--- config.mk ---
export PLATFORM = sky130hd
export DESIGN_NAME = mux_scan_n
export DESIGN_NICKNAME = d
export VERILOG_FILES = /design/src/rtl/mux_scan_n.sv
export SDC_FILE = /design/constraint.sdc
export NUM_CORES = 1
export LEC_CHECK = 0
export BUFFER_PORTS_ARGS = -buffer_cell sky130_fd_sc_hd__buf_2
export CAP_MARGIN = 20
export CORE_UTILIZATION = 46
export DETAILED_ROUTE_END_ITERATION = 8
export GPL_ROUTABILITY_DRIVEN = 0
export PLACE_DENSITY = 0.81
export SLEW_MARGIN = 20
export SYNTH_ARGS = -nofsm -noshare
export SYNTH_HDL_FRONTEND = slang
export SYNTH_SLANG_ARGS = --single-unit
--- constraint.sdc ---
create_clock -name clock -period 2.1 [get_ports clock]
set_clock_uncertainty 0.05 [all_clocks]
set_input_delay 0.42 -clock clock [delete_from_list [all_inputs] [get_ports clock]]
set_output_delay 0.42 -clock clock [all_outputs]
set_load 0.02 [all_outputs]
--- src/rtl/mux_scan_n.sv ---
// Registered N:1 multiplexer with a valid/ready output stage.
// Words come from SEL (manual) or from an internal sweep pointer (scan).
module mux_scan_n #(
   parameter int BITS   = 4,
   parameter int CANAIS = 4,
   parameter int SW     = $clog2(CANAIS)
) (
   input  logic                     clock,
   input  logic                     reset,
   input  logic [CANAIS*BITS-1:0]   D,
   input  logic [SW-1:0]            SEL,
   input  logic                     MODO,
   input  logic                     ENABLE,
   input  logic                     PRONTO_IN,
   output logic [BITS-1:0]          MUX_OUT,
   output logic [SW-1:0]            CANAL,
   output logic                     VALIDO,
   output logic                     FIM_VARREDURA
);

   typedef enum logic {VAZIO = 1'b0, CHEIO = 1'b1} state_t;

   localparam logic [SW-1:0] LAST = SW'(CANAIS - 1);

   state_t            state_r, state_s;
   logic [BITS-1:0]   mux_r, mux_s;
   logic [SW-1:0]     canal_r, canal_s;
   logic [SW-1:0]     ptr_r, ptr_s;
   logic              mode_r, mode_s;
   logic              fim_r, fim_s;

   logic              aceite_s;
   logic              captura_s;
   logic [SW-1:0]     idx_s;
   logic [BITS-1:0]   sel_data_s;

   assign aceite_s  = (state_r == CHEIO) & PRONTO_IN;
   assign captura_s = ENABLE & ((state_r == VAZIO) | PRONTO_IN);
   assign idx_s     = MODO ? ptr_r : SEL;

   // Channel selection; an index with no matching channel yields zero data.
   always_comb begin
      sel_data_s = {BITS{1'b0}};
      for (int k = 0; k < CANAIS; k++) begin
         if (idx_s == SW'(k)) begin
            sel_data_s = D[k*BITS +: BITS];
         end else begin
            sel_data_s = sel_data_s;
         end
      end
   end

   // State and datapath registers.
   always_ff @(posedge clock) begin
      if (reset) begin
         state_r <= VAZIO;
         mux_r   <= {BITS{1'b0}};
         canal_r <= {SW{1'b0}};
         ptr_r   <= {SW{1'b0}};
         mode_r  <= 1'b0;
         fim_r   <= 1'b0;
      end else begin
         state_r <= state_s;
         mux_r   <= mux_s;
         canal_r <= canal_s;
         ptr_r   <= ptr_s;
         mode_r  <= mode_s;
         fim_r   <= fim_s;
      end
   end

   // Next-state logic: a captured word fills the stage; acceptance without a refill empties it.
   always_comb begin
      state_s = state_r;
      case (state_r)
         VAZIO: begin
            if (captura_s) begin
               state_s = CHEIO;
            end else begin
               state_s = VAZIO;
            end
         end
         CHEIO: begin
            if (aceite_s && !ENABLE) begin
               state_s = VAZIO;
            end else begin
               state_s = CHEIO;
            end
         end
         default: state_s = VAZIO;
      endcase
   end

   // Datapath next values; the mode travels with each word so FIM follows the word, not MODO.
   always_comb begin
      mux_s   = mux_r;
      canal_s = canal_r;
      mode_s  = mode_r;
      ptr_s   = ptr_r;
      fim_s   = aceite_s & mode_r & (canal_r == LAST);
      if (captura_s) begin
         mux_s   = sel_data_s;
         canal_s = idx_s;
         mode_s  = MODO;
      end else begin
         mux_s   = mux_r;
      end
      if (!MODO) begin
         ptr_s = {SW{1'b0}};
      end else if (captura_s) begin
         ptr_s = (ptr_r == LAST) ? {SW{1'b0}} : ptr_r + SW'(1'b1);
      end else begin
         ptr_s = ptr_r;
      end
   end

   assign MUX_OUT       = mux_r;
   assign CANAL         = canal_r;
   assign VALIDO        = (state_r == CHEIO);
   assign FIM_VARREDURA = fim_r;

endmodule

==> run metrics <==
diode count=0; R2R Path Start=ptr_r[0]; Final Hold Vio Count=0; complex-gate fraction of the synthesized area=18.9%; Reg2Reg Depth=4; vias=about 580; Int Pwr=between 0.3 and 0.4 mW; Final Max Tran Viols=0; unrepaired setup endpoints after global routing=no; CP peak stage delay=~350 ps; Worst-Margin Slew=around 360 ps; Hold Path Depth=3; row cnt=12; Final Cycle Share=~67%; sequential cell area fraction in the yosys report=36.6%; Clk pwr share=29.8%; CTS Sinks=11; Worst R2R End=MUX_OUT[1]; initial core utilization=between 50% and 60%; first-pass GRT wire length=between 2 and 2.5 mm; main combinational cell family by area after synthesis=compound AO/OA/AOI/OAI gates; Max stage delay cell, worst path=mux2i_4; Crit. End Element=register; nature of the critical path startpoint=primary input; Post-Synth Adder-Cell Area=under 10%; HPWL after detailed placement=just over 1 mm; Comb power frac=22.1%; CP Buf/Inv Count=1; xor and xnor area share after synthesis=0%; Final TNS setup=0 ps; maximum clock insertion buffer count=2; final WL=roughly 1.3 mm; PortBufs=30; Synth Area per Inst=9.26 sq um; Switching Share=between 20% and 30%; drt pass-1 iters=4; Final Setup Violations=0; pre-CTS WS=408 ps; largest net degree at the start of global routing=10; DIE HEIGHT=about 38 um; crit-path max FO=9; post-synthesis cell type count=21; async set-reset flop share out of synthesis=0%; initial antenna violation count=0; Seq pwr share=48.1%; Hold EP=VALIDO; post-CTS setup buffers=0; peak supply drop=around 0.31 mV; Iteration-0 DRC Markers=9; Area contributors post-synth=dfxtp_1, mux2i_1, a211oi_1; Tmin final=roughly 1400 ps; Vias/cell=5.24; DR WL/cell=roughly 12 um; EDFF count, synth=0; WP data arrival=approximately 1500 ps; R2R Setup Slk=a little over 700 ps; Setup CP Type=primary input to register; Top FF cell, synth=dfxtp_1; TritonCTS clock tree=built; Hold Buf Count CTS=0; Slew HR=between 70% and 80%; level count of the clock H-tree=1; status=finished clean; vias in the first global route=505; Leak Pwr=0.395 nW; share of the synthesized area in the top cell type=between 30 and 40%; Area Overhead vs Synth=29.5%; simple-gate share of the synthesized area=around 19%; post-layout power=0.481 mW; max cap viols=0; Final nets=between 100 and 150; Synthesized Nets=89; worst-skew pair later-pin latency=around 260 ps; clk slew on worst S/H paths=approximately 70 ps; worst path cell trace=buf_2 -> mux2i_4 -> mux2i_1 -> nand2_1 -> a32o_1; crit-path leading delay family=multiplexers; core area=roughly 1200 sq um; Hold Startpoint=ENABLE; Inserted Clock Buffers=3; drc violations=0; CTS-repair resized insts=0; synthesized area=about 600 sq um; Worst Path Required=between 2000 and 2500 ps; gr ovfl total=0; top-level I/O count=31; Die Width=38.2 um; CTS root buf=clkbuf_4; cell taking the most area after synthesis=dfxtp_1; Cell Pwr Density=618 nW/um^2; NetSw=0.136 mW; slack of the critical path=~690 ps; #FFs+latches synth=11; Hold Crit Class=primary input to register; f_max=between 0.7 and 0.8 GHz; post-synthesis mux area share=between 10% and 20%; ANT nets after route=0; Synth Warn #=0; share of cells above drive strength 1=between 30 and 40%; gate count after technology mapping=between 60 and 70; All-Layer GR Usage=a little over a fifth; die footprint=1460 sq um
-- synthesized netlist by cell type, types with 2 or more instances --
cell and number:
a211oi_1 5, a21oi_1 6, a22o_1 3, a32o_1 2, dfxtp_1 11, inv_1 4
mux2i_1 9, nand2_1 4, nand2b_1 2, nand3b_1 2, nor2_1 7
-- worst register-to-register path, stage by stage (launching register included) --
cell	delay, ps
dfxtp_1	400
mux2i_4	270
mux2i_1	240
nand2_1	70
a32o_1	260
-- cells in the final DEF, fill, tap and decap left out --
| cell | count |
|---|---|
| a211oi_1 | 5 |
| a22o_1 | 3 |
| nor2_1 | 7 |
| nand3b_1 | 2 |
| mux2i_4 | 1 |
| nand2_1 | 4 |
| nand2b_1 | 2 |
| nor3b_1 | 1 |
| or3b_4 | 1 |
| nor2b_1 | 1 |
| clkbuf_4 | 3 |
| nand4_1 | 1 |
| and2_1 | 1 |
| inv_1 | 4 |
| clkbuf_1 | 1 |
| dfxtp_1 | 11 |
| a32o_1 | 2 |
| a21oi_1 | 6 |
| ha_1 | 1 |
| buf_2 | 30 |
| nand3_1 | 1 |
| mux2i_1 | 9 |
-- cell families (layout without fill, tap and decap cells) --
logic type,Yosys count,after routing
AO/OA/AOI/OAI,16,16
adder cells (fa/ha/maj),1,1
buffers and inverters,6,38
flip-flops,11,11
multiplexers,10,10
AND/OR/NAND/NOR,21,21
-- worst max path at each step --
stage	from	end	slack [ps]	cells after the start
after floorplan	MODO	MUX_OUT[1]	590	5
after global placement	MODO	MUX_OUT[1]	450	5
after detailed placement	MODO	MUX_OUT[1]	410	5
after CTS	MODO	MUX_OUT[1]	690	5
after global routing	MODO	MUX_OUT[1]	630	5
final	MODO	MUX_OUT[1]	690	5
-- flip-flops by register name, summed over array words and instances (netlist names) --
register and cells:
CANAL 2, FIM_VARREDURA 1, MUX_OUT 4, ptr_r 2
VALIDO 1, mode_r 1
-- final cells by class --
cell class,instances,area [sq um]
multi-input combinational,48,350
clock buffer,4,26.3
tap,14,17.5
fill,93,377
sequential,11,220
inverter,4,15.0
timing repair buffer,30,150
-- layer usage --
layer  global-route usage [%]  routed length [um]  vias up
met5                        0                   0        -
li1                         -                   -      301
met3                     6.98                  83        4
met4                     10.7                  10        0
met1                     25.4                 603      249
met2                     35.6                 610       28
-- stage by stage --
step / util, % / std cells / hold slack (ps) / area (sq um)
finish: 67.4 / 111 / 355 / 779
global route: 67.4 / 111 / 345 / 779
CTS: 67.4 / 111 / 351 / 779
detailed placement: 65.2 / 107 / 407 / 753
global placement: 65.2 / 107 / 409 / 753
floorplan: - / 65 / 384 / 602
-- power by group through the flow --
stage          clock network, mW  registers, mW  logic, mW
6_report                   0.144          0.232      0.106
5_1_grt                    0.160          0.233      0.115
4_1_cts                    0.145          0.232      0.107
3_5_place_dp                   0          0.236      0.106
3_3_place_gp                   0          0.236      0.104
2_1_floorplan                  0          0.248     0.0544
Note: power is estimated with default switching activity, not from simulation.
